===== src/rtl/control_rx_pkg.sv =====
// Shared word-type codes, FSM encoding and buffer sizing for the receive-write path.
package control_rx_pkg;

    localparam int MAX_WORDS = 128;

    localparam logic [1:0] WT_MID    = 2'b00;
    localparam logic [1:0] WT_FIRST  = 2'b01;
    localparam logic [1:0] WT_LAST   = 2'b10;
    localparam logic [1:0] WT_SINGLE = 2'b11;

    typedef enum logic [1:0] {
        ST_IDLE  = 2'd0,
        ST_RECV  = 2'd1,
        ST_FLUSH = 2'd2,
        ST_DISC  = 2'd3
    } rx_state_e;

    function automatic logic [1:0] word_type(input logic first, input logic last);
        logic [1:0] t;
        case ({first, last})
            2'b11:   t = WT_SINGLE;
            2'b10:   t = WT_FIRST;
            2'b01:   t = WT_LAST;
            default: t = WT_MID;
        endcase
        return t;
    endfunction

endpackage


===== src/rtl/control_rx_byte_pack.sv =====
// Packs a byte stream big-endian into 134-bit words; a full word waits in the
// accumulator until the next byte (middle word) or the flush (last word).
module control_rx_byte_pack #(
    parameter int WORDS = 128
) (
    input  logic         i_clk,
    input  logic         i_rst_n,
    input  logic [7:0]   iv_byte,
    input  logic         i_start,
    input  logic         i_byte_en,
    input  logic         i_flush,
    output logic [133:0] ov_word,
    output logic         o_word_wr,
    output logic [6:0]   ov_widx,
    output logic         o_full
);
    import control_rx_pkg::*;

    logic [127:0] acc_q;
    logic [127:0] acc_ins;
    logic [4:0]   cnt_q;
    logic [6:0]   widx_q;
    logic         first_q;
    logic         emit_mid;
    logic         emit;
    logic [3:0]   unused;

    assign emit_mid = i_byte_en && (cnt_q == 5'd16);
    assign emit     = emit_mid || i_flush;
    assign unused   = 4'(5'd16 - cnt_q);
    // Accepting another byte now would need a word beyond the buffer.
    assign o_full   = (cnt_q == 5'd16) && (widx_q == 7'(WORDS - 1));

    always_comb begin
        acc_ins = acc_q;
        for (int i = 0; i < 16; i++) begin
            if (cnt_q == 5'(i)) acc_ins[127 - 8*i -: 8] = iv_byte;
        end
    end

    always_ff @(posedge i_clk or negedge i_rst_n) begin
        if (!i_rst_n) begin
            acc_q     <= '0;
            cnt_q     <= '0;
            widx_q    <= '0;
            first_q   <= 1'b0;
            ov_word   <= '0;
            o_word_wr <= 1'b0;
            ov_widx   <= '0;
        end else begin
            o_word_wr <= emit;
            if (emit) begin
                ov_word <= {word_type(first_q, i_flush), (i_flush ? unused : 4'd0), acc_q};
                ov_widx <= widx_q;
                widx_q  <= widx_q + 7'd1;
                first_q <= 1'b0;
            end
            if (i_start) begin
                acc_q   <= {iv_byte, 120'd0};
                cnt_q   <= 5'd1;
                widx_q  <= '0;
                first_q <= 1'b1;
            end else if (emit_mid) begin
                acc_q <= {iv_byte, 120'd0};
                cnt_q <= 5'd1;
            end else if (i_byte_en) begin
                acc_q <= acc_ins;
                cnt_q <= cnt_q + 5'd1;
            end
        end
    end

endmodule


===== src/rtl/control_rx_write.sv =====
// Receive-side frame writer: bufid handshake, frame FSM and 1-deep descriptor slot.
// Define CONTROL_RX_DEBUG_EN to build the delivered/dropped frame counters.
module control_rx_write #(
    parameter logic [4:0] INPORT    = 5'd0,
    parameter int         MAX_WORDS = control_rx_pkg::MAX_WORDS
) (
    input  logic         i_clk,
    input  logic         i_rst_n,
    input  logic [7:0]   iv_data,
    input  logic         i_data_wr,
    output logic         o_pkt_bufid_req,
    input  logic [8:0]   iv_pkt_bufid,
    input  logic         i_pkt_bufid_wr,
    output logic [133:0] ov_pkt_data,
    output logic         o_pkt_data_wr,
    output logic [15:0]  ov_pkt_waddr,
    output logic [8:0]   ov_pkt_bufid_free,
    output logic         o_pkt_bufid_free_wr,
    output logic [13:0]  ov_pkt_descriptor,
    output logic         o_pkt_descriptor_wr,
    input  logic         i_pkt_descriptor_ready,
    output logic [15:0]  ov_debug_rx_cnt,
    output logic [15:0]  ov_debug_drop_cnt
);
    import control_rx_pkg::*;

    rx_state_e   state_q;
    logic        prev_wr_q;
    logic        held_q;
    logic        held_d;
    logic [8:0]  bufid_q;
    logic [8:0]  frame_bufid_q;
    logic        req_q;
    logic        free_wr_q;
    logic [8:0]  free_bufid_q;
    logic        desc_wr_q;
    logic [13:0] desc_q;

    logic        start;
    logic        accept;
    logic        pk_byte;
    logic        pk_flush;
    logic        pk_full;
    logic        overflow;
    logic        done_ev;
    logic [6:0]  pk_widx;

    // prev_wr_q resets high so a frame already running at reset release is never seen as a start.
    assign start    = i_data_wr && !prev_wr_q;
    assign accept   = (state_q == ST_IDLE) && start && held_q && !desc_wr_q;
    assign pk_byte  = (state_q == ST_RECV) && i_data_wr;
    assign pk_flush = (state_q == ST_RECV) && !i_data_wr;
    assign overflow = pk_byte && pk_full;
    assign done_ev  = (state_q == ST_FLUSH);

    always_comb begin
        held_d = held_q;
        if (accept) held_d = 1'b0;
        else if (!held_q && i_pkt_bufid_wr) held_d = 1'b1;
    end

    control_rx_byte_pack #(
        .WORDS(MAX_WORDS)
    ) u_pack (
        .i_clk     (i_clk),
        .i_rst_n   (i_rst_n),
        .iv_byte   (iv_data),
        .i_start   (accept),
        .i_byte_en (pk_byte),
        .i_flush   (pk_flush),
        .ov_word   (ov_pkt_data),
        .o_word_wr (o_pkt_data_wr),
        .ov_widx   (pk_widx),
        .o_full    (pk_full)
    );

    always_ff @(posedge i_clk or negedge i_rst_n) begin
        if (!i_rst_n) begin
            state_q       <= ST_IDLE;
            prev_wr_q     <= 1'b1;
            held_q        <= 1'b0;
            bufid_q       <= '0;
            frame_bufid_q <= '0;
            req_q         <= 1'b0;
            free_wr_q     <= 1'b0;
            free_bufid_q  <= '0;
            desc_wr_q     <= 1'b0;
            desc_q        <= '0;
        end else begin
            prev_wr_q <= i_data_wr;
            held_q    <= held_d;
            req_q     <= !held_d;
            free_wr_q <= 1'b0;
            if (!held_q && i_pkt_bufid_wr) bufid_q <= iv_pkt_bufid;
            if (accept) frame_bufid_q <= bufid_q;
            if (overflow) begin
                free_wr_q    <= 1'b1;
                free_bufid_q <= frame_bufid_q;
            end
            if (done_ev) begin
                desc_wr_q <= 1'b1;
                desc_q    <= {INPORT, frame_bufid_q};
            end else if (i_pkt_descriptor_ready) begin
                desc_wr_q <= 1'b0;
            end
            case (state_q)
                ST_IDLE:  if (accept) state_q <= ST_RECV;
                          else if (start) state_q <= ST_DISC;
                ST_RECV:  if (overflow) state_q <= ST_DISC;
                          else if (!i_data_wr) state_q <= ST_FLUSH;
                ST_FLUSH: state_q <= ST_IDLE;
                ST_DISC:  if (!i_data_wr) state_q <= ST_IDLE;
                default:  state_q <= ST_IDLE;
            endcase
        end
    end

    assign o_pkt_bufid_req     = req_q;
    assign ov_pkt_waddr        = {frame_bufid_q, pk_widx};
    assign ov_pkt_bufid_free   = free_bufid_q;
    assign o_pkt_bufid_free_wr = free_wr_q;
    assign ov_pkt_descriptor   = desc_q;
    assign o_pkt_descriptor_wr = desc_wr_q;

`ifdef CONTROL_RX_DEBUG_EN
    logic        drop_ev;
    logic [15:0] rx_cnt_q;
    logic [15:0] drop_cnt_q;

    assign drop_ev = ((state_q == ST_IDLE) && start && !accept) || overflow;

    always_ff @(posedge i_clk or negedge i_rst_n) begin
        if (!i_rst_n) begin
            rx_cnt_q   <= '0;
            drop_cnt_q <= '0;
        end else begin
            if (done_ev) rx_cnt_q <= rx_cnt_q + 16'd1;
            if (drop_ev) drop_cnt_q <= drop_cnt_q + 16'd1;
        end
    end

    assign ov_debug_rx_cnt   = rx_cnt_q;
    assign ov_debug_drop_cnt = drop_cnt_q;
`else
    assign ov_debug_rx_cnt   = 16'd0;
    assign ov_debug_drop_cnt = 16'd0;
`endif

endmodule


===== config.mk =====
export PLATFORM = sky130hd
export DESIGN_NAME = control_rx_write
export DESIGN_NICKNAME = d
export VERILOG_FILES = /design/src/rtl/control_rx_pkg.sv /design/src/rtl/control_rx_byte_pack.sv /design/src/rtl/control_rx_write.sv
export SDC_FILE = /design/constraint.sdc
export NUM_CORES = 1
export LEC_CHECK = 0
export ABC_AREA = 1
export ABC_CLOCK_PERIOD_IN_PS = 1700
export BUFFER_PORTS_ARGS = -buffer_cell sky130_fd_sc_hd__buf_2
export CAP_MARGIN = 20
export CELL_PAD_IN_SITES_DETAIL_PLACEMENT = 0
export CELL_PAD_IN_SITES_GLOBAL_PLACEMENT = 2
export CORE_AREA = 2 2 202 224
export CTS_CLUSTER_DIAMETER = 100
export CTS_CLUSTER_SIZE = 25
export DETAILED_ROUTE_END_ITERATION = 10
export DIE_AREA = 0 0 204 226
export PLACE_DENSITY_LB_ADDON = 0.1
export SKIP_CTS_REPAIR_TIMING = 1
export SLEW_MARGIN = 10
export SYNTH_ARGS = -nofsm -noshare
export SYNTH_HDL_FRONTEND = slang
export SYNTH_SLANG_ARGS = --single-unit

===== constraint.sdc =====
create_clock -name i_clk -period 1.7 [get_ports i_clk]
set_input_delay 0.085 -clock i_clk [delete_from_list [all_inputs] [get_ports i_clk]]
set_output_delay 0.085 -clock i_clk [all_outputs]
set_load 0.02 [all_outputs]

==> results of run 1 <==
==> area by class of cell <==
class / instances / area [um2]
fill: 4535 / 26300
sequential: 326 / 8160
multi-input combinational: 1061 / 5160
timing repair buffer: 340 / 2970
tap: 581 / 727
clock buffer: 22 / 454
inverter: 49 / 184
clock inverter: 3 / 55.1
antenna: 2 / 5.00
==> per-stage QoR <==
step                      utilization (%)  setup TNS, ps
final                                40.3           -397
after global routing                 40.3         -11490
after CTS                            36.6          -1510
after detailed placement             35.4          -1180
after global placement               35.4           -430
after floorplan                         -              0
==> worst max-delay path, delay by kind of cell, from the launching register on <==
family	cells	cell delay (ps)
and+or+nand+nor	6	640
DFF	1	430
buffers and inverters	4	550
==> registers in the layout (all words and copies together), names as in the netlist, 2 cells and up <==
signal and count:
bufid_q 9, frame_bufid_q 9, ov_pkt_bufid_free 9, ov_pkt_descriptor 9, state_q 2, u_pack.acc_q 128, u_pack.cnt_q 5, u_pack.ov_widx 7
u_pack.ov_word 134, u_pack.widx_q 7
==> worst min path at each step <==
stage                   start                      endpoint  slack (ps)  cells after the start
floorplan             i_rst_n        bufid_q[0]$_DFFE_PN0P_        -210                      0
global placement      i_rst_n  u_pack.acc_q[60]$_DFFE_PN0P_          50                      1
detailed placement    i_rst_n  u_pack.acc_q[60]$_DFFE_PN0P_          40                      1
CTS                   i_rst_n  u_pack.acc_q[87]$_DFFE_PN0P_        -550                      1
global route        i_data_wr        state_q[0]$_DFFE_PN0P_           7                      5
finish              i_data_wr        state_q[0]$_DFFE_PN0P_         -20                      5
==> layer usage <==
layer	vias up	global-route usage, %
met4	0	3.37
met2	186	27.2
li1	5298	-
met5	-	0
met3	28	2.28
met1	5392	24.0
==> cell families (layout without fill, tap and decap cells) <==
logic type	count (synthesis)	after routing	synth area share (%)
fa+ha+maj	6	6	0.558
simple gates	945	945	29.1
mux	9	9	0.753
xor+xnor	2	2	0.130
compound gates	62	62	2.37
other cells	1	39	0.0279
flops	326	326	60.6
buf+inv	162	414	6.46
==> cell usage after synthesis, types with 8 or more instances <==
master / n
nand2_1: 729
dfrtp_1: 325
nand4_1: 90
buf_4: 56
nand3_1: 51
o21ai_0: 50
nor2_1: 49
inv_1: 47
buf_2: 41
clkbuf_1: 15
nand2_2: 13
a21oi_1: 9
mux2_2: 9
nor2_2: 8
==> power by group <==
group	internal (uW)	switching (uW)	total (uW)
Sequential	10700	1980	12700
Combinational	4850	7640	12500
Clock	2080	2660	4740
Total	17600	12300	29900
==> impl_metrics.ini, run 1 <==
[sta]
layout_setup_ws_ps = -37.5
whs_ps = -20.8
fin_skew_ps = 28.2
fin_crit_ps = 1740
rsz0062_at_grt = yes
setup_viol = 41
slew_viol_final = 0
hold_violations = 1
max_freq_ghz = 0.576
finalCritPeriodShare_pct = 102

[layout]
drive_above_1_share_pct = 27.4
final_cell_mix = nand2_1 (661), dfrtp_1 (325), buf_2 (192)
final_area_um2 = 17700
final_common_cell = nand2_1
fin_nets = 1823
fin_cells = 2384
area_growth_pct = 31.6

[clock_tree]
clkTransAtPathRegs_ps = 110
clk_latency_ps = 540
cts_tree = yes
numClockSinks = 326
cts_root_buf = clkbuf_16
cts_inserted_buffers = 17
clk_path_buf_depth = 3
htreeDepth = 1

[place]
pre_cts_slack_ps = -47.2
place_area_um2 = 15600
dp_hpwl_um = 26200
port_buffers = 193
gp_congestion = 0.764
place_inst = 2294

[grt]
grt_usage_pct = 16.8
grt_pass1_wl_um = 61100
grt_pass1_vias = 10400
grt_max_degree = 68
antenna_found_initial = 2
globalRoute.totalOverflow = 0

[power_and_ir_drop]
p_total_uw = 29900
peakVddDrop_mv = 0.930
p_per_area_nw_per_um2 = 1690
leakage_uw = 0.00985

[worst_setup_path]
rrSetupSlack_ps = -40
cp-endpoint = u_pack.acc_q[95]$_DFFE_PN0P_
cp-end-kind = register
cp_slowest_stage_delay_ps = 430
crit_type = register to register
arrival_ps = 2160
slowest_stage = dfrtp_1
startpoint_type = register
cp-startpoint = u_pack.cnt_q[2]$_DFFE_PN0P_
crit_chain = nor2_4 -> nand3_4 -> buf_6 -> nor2_4 -> nor2_4 -> buf_6 -> clkbuf_16 -> buf_6 -> nand4_1 -> nand2_1
rr_endpoint = u_pack.acc_q[95]$_DFFE_PN0P_
required_ps = 2120
reg2reg_depth = 10
r2r-start = u_pack.cnt_q[2]$_DFFE_PN0P_
cp_max_fo = 6

[outcome]
status = complete, but fails checks
failed_checks = negative hold slack, negative setup slack

[detailed_routing]
vias_per_cell = 4.57
wl_met1_um = 20700
drc_errors = 0
wl_per_cell_um = 18.2
drt_first_pass_iters = 5
wl_met3_um = 1600
top_layer_used = met4
wl_um = 43500
detailroute.via_count = 10900
ant_nets = 0
met2WireLength_um = 20500
drt_iter0_drc = 537

[die]
num_rows = 81
dieArea_um2 = 46100
dieHeight_um = 226
initial_core_util_pct = 30.6
fp.dieW_um = 204
core_um2 = 44000
io_pins = 231

[synthesis]
ys_seq_area_share_pct = 60.6
post_synth.cell_area_avg_um2 = 8.90
synth-seq-cells = 326
netlist_area_um2 = 13500
async_flop_share_pct = 100
synth_cell_type_count = 26
synth_area_leaders = dfrtp_1 (60%), nand2_1 (20%), nand4_1 (4.2%)
synth_top_area_share_pct = 60.4
syn-instance-count = 1513
synth_edf_count = 0
synthFlopType = dfrtp_1
yosysWarningCount = 0
yosysTopAreaCell = dfrtp_1

[min_path]
hold_path_class = primary input to register

[job]
cap_violations = 0
Power figures use the tool's default switching activity.
==> run 2: changes to the inputs <==
Settings changed: GPL_TIMING_DRIVEN set to 0.
==> run 2 against run 1 <==
  * The flow finishes with violations (negative setup slack)
  * Hold slack improved by 99 ps
  * Sequential cell count did not move
  * Global-route usage rose by 1.3 points
  * Register-to-register slack got worse by 50 ps
  * Fmax fell by 2.8%
  * First-iteration DRC count fell by 3.2%
  * Sequential share of layout area rose by 2.8 points
  * Highest routed layer unchanged
==> impl_metrics.ini, run 2 (synthesis results as in run 1) <==
[clock_tree]
cts_inserted_buffers = 17
htreeDepth = 1
cts_root_buf = clkbuf_16
clk_latency_ps = 540
clk_path_buf_depth = 3
numClockSinks = 326
clkTransAtPathRegs_ps = 110
cts_tree = yes

[sta]
finalCritPeriodShare_pct = 105
hold_violations = 0
layout_setup_ws_ps = -87.2
tightestPinTransition_ps = 998
fin_skew_ps = 37.1
setup_viol = 188
max_freq_ghz = 0.560
relSlewSlack_pct = 33.5
tns_ps = -4420
fin_crit_ps = 1790
rsz0062_at_grt = yes
slew_viol_final = 0

[grt]
use_met3_pct = 2.94
grt_pass1_wl_um = 64000
antenna_found_initial = 0
use_met2_pct = 30.1
grt_usage_pct = 18.0
grt_max_degree = 104
grt_pass1_vias = 10600
grt_use_met1_pct = 24.8
top_usage_layer = met2
globalRoute.totalOverflow = 0

[power_and_ir_drop]
power_switching_share_pct = 41.3
p_per_area_nw_per_um2 = 1700
leakage_uw = 0.00935
p_seq_share_pct = 44.1
power.internal_uw = 16600
combPwrFrac_pct = 39.0
peakVddDrop_mv = 1.02
power_switching_uw = 11700
power_frac_clock_pct = 16.9
p_total_uw = 28300

[place]
dp_hpwl_um = 29100
place_inst = 2326
place_area_um2 = 15400
port_buffers = 193
gp_congestion = 0.768

[worst_setup_path]
cp.depth = 9
crit_type = register to register
startpoint_type = register
reg2reg_depth = 9
arrival_ps = 2190
cp_max_fo = 10
path_buf_inv = 3
required_ps = 2100
cp_slowest_stage_delay_ps = 460
cp-end-kind = register
cp_top_family = simple AND/OR/NAND/NOR gates
slowest_stage = dfrtp_2
crit_chain = inv_2 -> ha_4 -> nand3_4 -> nor2_4 -> nor2_2 -> buf_6 -> buf_4 -> nand4_1 -> nand2_1

[die]
initial_core_util_pct = 30.6
io_pins = 231
fp.dieW_um = 204
dieArea_um2 = 46100
core_um2 = 44000
dieHeight_um = 226
num_rows = 81

[detailed_routing]
drc_errors = 0
vias_per_cell = 4.50
wl_per_cell_um = 17.5
detailroute.via_count = 10800
drt_iter0_drc = 520
drt_first_pass_iters = 5
ant_nets = 0
wl_um = 41700

[job]
cap_violations = 0

[layout]
final_area_um2 = 16700
fin_cells = 2389
final_common_cell = nand2_1
largest_reg_flops = 134
diodes = 0
top_regs = u_pack.ov_word x134, u_pack.acc_q x128
fin_nets = 1830
final_cell_mix = nand2_1 (714), dfrtp_1 (322), buf_2 (198)
area_growth_pct = 24.2
nFillCells = 4662
regMostFlops = u_pack.ov_word
drive_above_1_share_pct = 22.9

[outcome]
failed_checks = negative setup slack
status = complete, but fails checks

[min_path]
hold_path_class = primary input to async pin
run 2: power by group through the flow:
stage	registers [uW]	logic [uW]	clock network, uW
global placement	12700	10200	0
finish	12500	11100	4790
floorplan	14100	4830	0
global route	12900	12300	5270
CTS	12500	10300	5020
detailed placement	12700	10300	0
run 2: metal layers:
metal / vias up / share of wire (%) / wire length (um)
met5: - / 0 / 0
met4: 0 / 1.7 / 700
met3: 29 / 4.5 / 1860
met2: 213 / 48 / 20000
met1: 5223 / 46 / 19100
li1: 5288 / - / -
run 2: area by class of cell:
class                   count  area, um2  share of cell area (%)
plain buffers             112        882                    5.28
clock buffers              23        458                    2.74
clock inverters             2       50.0                   0.299
inverters                  49        186                    1.12
multi-input cells        1061       4820                    28.8
flip-flops and latches    326       8160                    48.8
well taps                 581        727                    4.35
repair buffers            235       1430                    8.55
run 2: path summary, 6_finish.rpt:
path / start / end / slack, ps
setup / recovery: u_pack.cnt_q[1]$_DFFE_PN0P_ / u_pack.acc_q[16]$_DFFE_PN0P_ / -90
hold / removal: i_rst_n / u_pack.ov_word[50]$_DFFE_PN0P_ / 80
setup reg to reg: u_pack.cnt_q[1]$_DFFE_PN0P_ / u_pack.acc_q[16]$_DFFE_PN0P_ / -90
hold reg to reg: u_pack.acc_q[126]$_DFFE_PN0P_ / u_pack.ov_word[126]$_DFFE_PN0P_ / 480
max in group asynchronous: i_rst_n / ov_pkt_descriptor[0]$_DFFE_PN0P_ / 400
min in group i_clk: i_data_wr / prev_wr_q$_DFF_PN1_ / 250
run 2: stage by stage:
step           hold WS [ps]  util (%)  setup slack [ps]
6_report               78.0      38.0             -87.2
5_1_grt                88.5      38.0              -166
4_1_cts                -517      36.1              -733
3_5_place_dp           77.7      35.0              -679
3_3_place_gp            246      34.8             -6210
2_1_floorplan          -211         -              44.4
run 2: worst reg2reg max path: stages (launching register included):
cell     delay [ps]
dfrtp_2         460
inv_2           110
ha_4            180
nand3_4         100
nor2_4          180
nor2_2           70
buf_6           170
buf_4           180
nand4_1         130
nand2_1          70
==> run 3: changes to the inputs <==
Settings changed: ABC_AREA 1 to unset, CORE_AREA 2 2 202 224 to 2 2 195 216, DIE_AREA 0 0 204 226 to 0 0 197 218.
==> run 3 against run 2 <==
  * The run still ends with negative setup slack left
  * Clock skew is 4.6 ps lower
  * Fmax is 15% lower
  * Worst setup slack worse by 320 ps
  * Sequential share of layout area is 5.0 points lower
  * Sequential cell count stayed put
  * Total power is 0.96% lower
  * Via count is 15% lower
==> impl_metrics.ini, run 3 <==
[worst_setup_path]
arrival_ps = 2520
path_buf_inv = 4
crit_chain = inv_2 -> ha_4 -> and4b_1 -> buf_6 -> a22oi_4 -> buf_12 -> clkbuf_16 -> o21ai_4 -> mux2_4
required_ps = 2110
startpoint_type = register
cp-end-kind = register
cp_slowest_stage_delay_ps = 440
crit_type = register to register
slowest_stage = dfrtp_2
cp_top_family = buffers and inverters
cp_max_fo = 8

[sta]
fin_skew_ps = 32.5
whs_ps = 9.37
slew_viol_final = 0
tightestPinTransition_ps = 656
hold_violations = 0
max_freq_ghz = 0.474
fin_crit_ps = 2110
layout_setup_ws_ps = -408
tns_ps = -85440
rsz0062_at_grt = yes
setup_viol = 283
relSlewSlack_pct = 56.1
finalCritPeriodShare_pct = 124

[detailed_routing]
drc_errors = 0
drt_first_pass_iters = 6
wl_per_cell_um = 18.6
drt_iter0_drc = 370
ant_nets = 0
detailroute.via_count = 9149
vias_per_cell = 4.49
wl_um = 37900

[layout]
final_area_um2 = 18600
final_common_cell = dfrtp_1
area_growth_pct = 39.9
diodes = 0
drive_above_1_share_pct = 48.8
nFillCells = 3901
largest_reg_flops = 134
top_regs = u_pack.ov_word x134, u_pack.acc_q x128
final_util_pct = 45.6
final_cell_mix = dfrtp_1 (320), nand2_1 (277), buf_2 (195)
fin_nets = 1544
regMostFlops = u_pack.ov_word

[clock_tree]
cts_tree = yes
clk_latency_ps = 530
cts_root_buf = clkbuf_16
numClockSinks = 326
clkTransAtPathRegs_ps = 110
clk_path_buf_depth = 3
cts_inserted_buffers = 17
htreeDepth = 1

[place]
place_area_um2 = 15300
gp_congestion = 0.725
dp_hpwl_um = 23800
port_buffers = 193

[power_and_ir_drop]
power_frac_clock_pct = 15.9
power_switching_share_pct = 38.1
peakVddDrop_mv = 0.656
leakage_uw = 0.0102
power_switching_uw = 10700
p_seq_share_pct = 47.4
combPwrFrac_pct = 36.7
p_per_area_nw_per_um2 = 1510
power.internal_uw = 17400

[synthesis]
syn-instance-count = 1178
yosysTopAreaCell = dfrtp_1
async_flop_share_pct = 100
synth_edf_count = 0
post_synth.cell_area_avg_um2 = 11.3
synth_top_area_share_pct = 61.1
netlist_area_um2 = 13300
yosys.cell_count.top_type = nand2_1
yosysWarningCount = 0
synth_cell_type_count = 55
ys_seq_area_share_pct = 61.3
synthTopCellsByCount = nand2_1 (478), dfrtp_1 (325), mux2_2 (98)
synth_area_leaders = dfrtp_1 (61%), nand2_1 (13%), mux2_2 (8.3%)
synth-seq-cells = 326
synthFlopType = dfrtp_1

[grt]
grt_usage_pct = 16.2
grt_max_degree = 103
antenna_found_initial = 1
globalRoute.totalOverflow = 0
grt_pass1_wl_um = 53600
grt_pass1_vias = 8962

[die]
initial_core_util_pct = 32.6
num_rows = 78
dieHeight_um = 218
io_pins = 231
dieArea_um2 = 42900
core_um2 = 40800
fp.dieW_um = 197

[min_path]
hold_path_class = primary input to register

[outcome]
status = complete, but fails checks
failed_checks = negative setup slack

[job]
cap_violations = 0
==> run 3: cell types whose count changed after synthesis, moves of 17 or more <==
cell	previous run	this run
buf_2	41	24
buf_4	56	38
inv_1	47	6
mux2_2	9	98
mux2i_1	0	36
nand2_1	729	478
nand3_1	51	2
nand4_1	90	3
nor2_1	49	23
o21ai_0	50	5
==> run 3: per-stage QoR <==
stage / instances / total power, uW / setup slack (ps)
final: 2037 / 28100 / -408
after global routing: 2037 / 29900 / -480
after CTS: 1950 / 26400 / -779
after detailed placement: 1930 / 21800 / -732
after global placement: 1927 / 21600 / -6860
after floorplan: 1214 / 18500 / -251
==> run 3: cell type report <==
type / count / area, um2 / area share, %
buffer: 88 / 958 / 5.15
clock buffer: 18 / 429 / 2.31
clock inverter: 2 / 35.0 / 0.188
inverter: 7 / 52.6 / 0.282
multi-input combinational: 791 / 5910 / 31.8
sequential: 326 / 8170 / 43.9
tap: 520 / 651 / 3.50
timing repair buffer: 284 / 2390 / 12.9
timing repair inverter: 1 / 16.3 / 0.0874
==> run 3: cell families after synthesis <==
| family | share of synthesized area [%] |
|---|---|
| AO/OA/AOI/OAI | 4.02 |
| XOR/XNOR | 0.395 |
| adder cells (fa/ha/maj) | 0.564 |
| buffers and inverters | 4.27 |
| flip-flops | 61.3 |
| multiplexers | 12.8 |
| other | 0.0282 |
| AND/OR/NAND/NOR | 16.6 |
==> run 3: power groups by stage <==
| stage | logic [uW] | registers, uW | clock network (uW) |
|---|---|---|---|
| after floorplan | 3920 | 14500 | 0 |
| after global placement | 8680 | 12900 | 0 |
| after detailed placement | 8820 | 13000 | 0 |
| after CTS | 8840 | 12800 | 4720 |
| after global routing | 11200 | 13800 | 4940 |
| final | 10300 | 13300 | 4450 |
==> run 3: routing by layer <==
metal	up-vias	track usage, %	share of wire, %
met2	150	27.4	49
met5	-	0	0.018
li1	4401	-	-
met4	2	3.26	1.2
met3	25	1.92	2.9
met1	4571	22.4	46
==> run 3: final timing paths <==
path / from / to / slack, ps / cells past startpoint
setup / recovery: u_pack.cnt_q[0]$_DFFE_PN0P_ / u_pack.acc_q[18]$_DFFE_PN0P_ / -410 / 9
hold / removal: i_data_wr / u_pack.cnt_q[1]$_DFFE_PN0P_ / 9 / 3
setup reg to reg: u_pack.cnt_q[0]$_DFFE_PN0P_ / u_pack.acc_q[18]$_DFFE_PN0P_ / -410 / 9
hold reg to reg: u_pack.ov_word[34]$_DFFE_PN0P_ / u_pack.ov_word[34]$_DFFE_PN0P_ / 470 / 2
max in group asynchronous: i_rst_n / u_pack.widx_q[0]$_DFFE_PN0P_ / 640 / 3
min in group asynchronous: i_rst_n / u_pack.ov_word[56]$_DFFE_PN0P_ / 110 / 2
==> run 3: worst min-delay path, stage by stage <==
cell      delay (ps)
buf_2            130
nand3b_1         180
o22ai_1          110
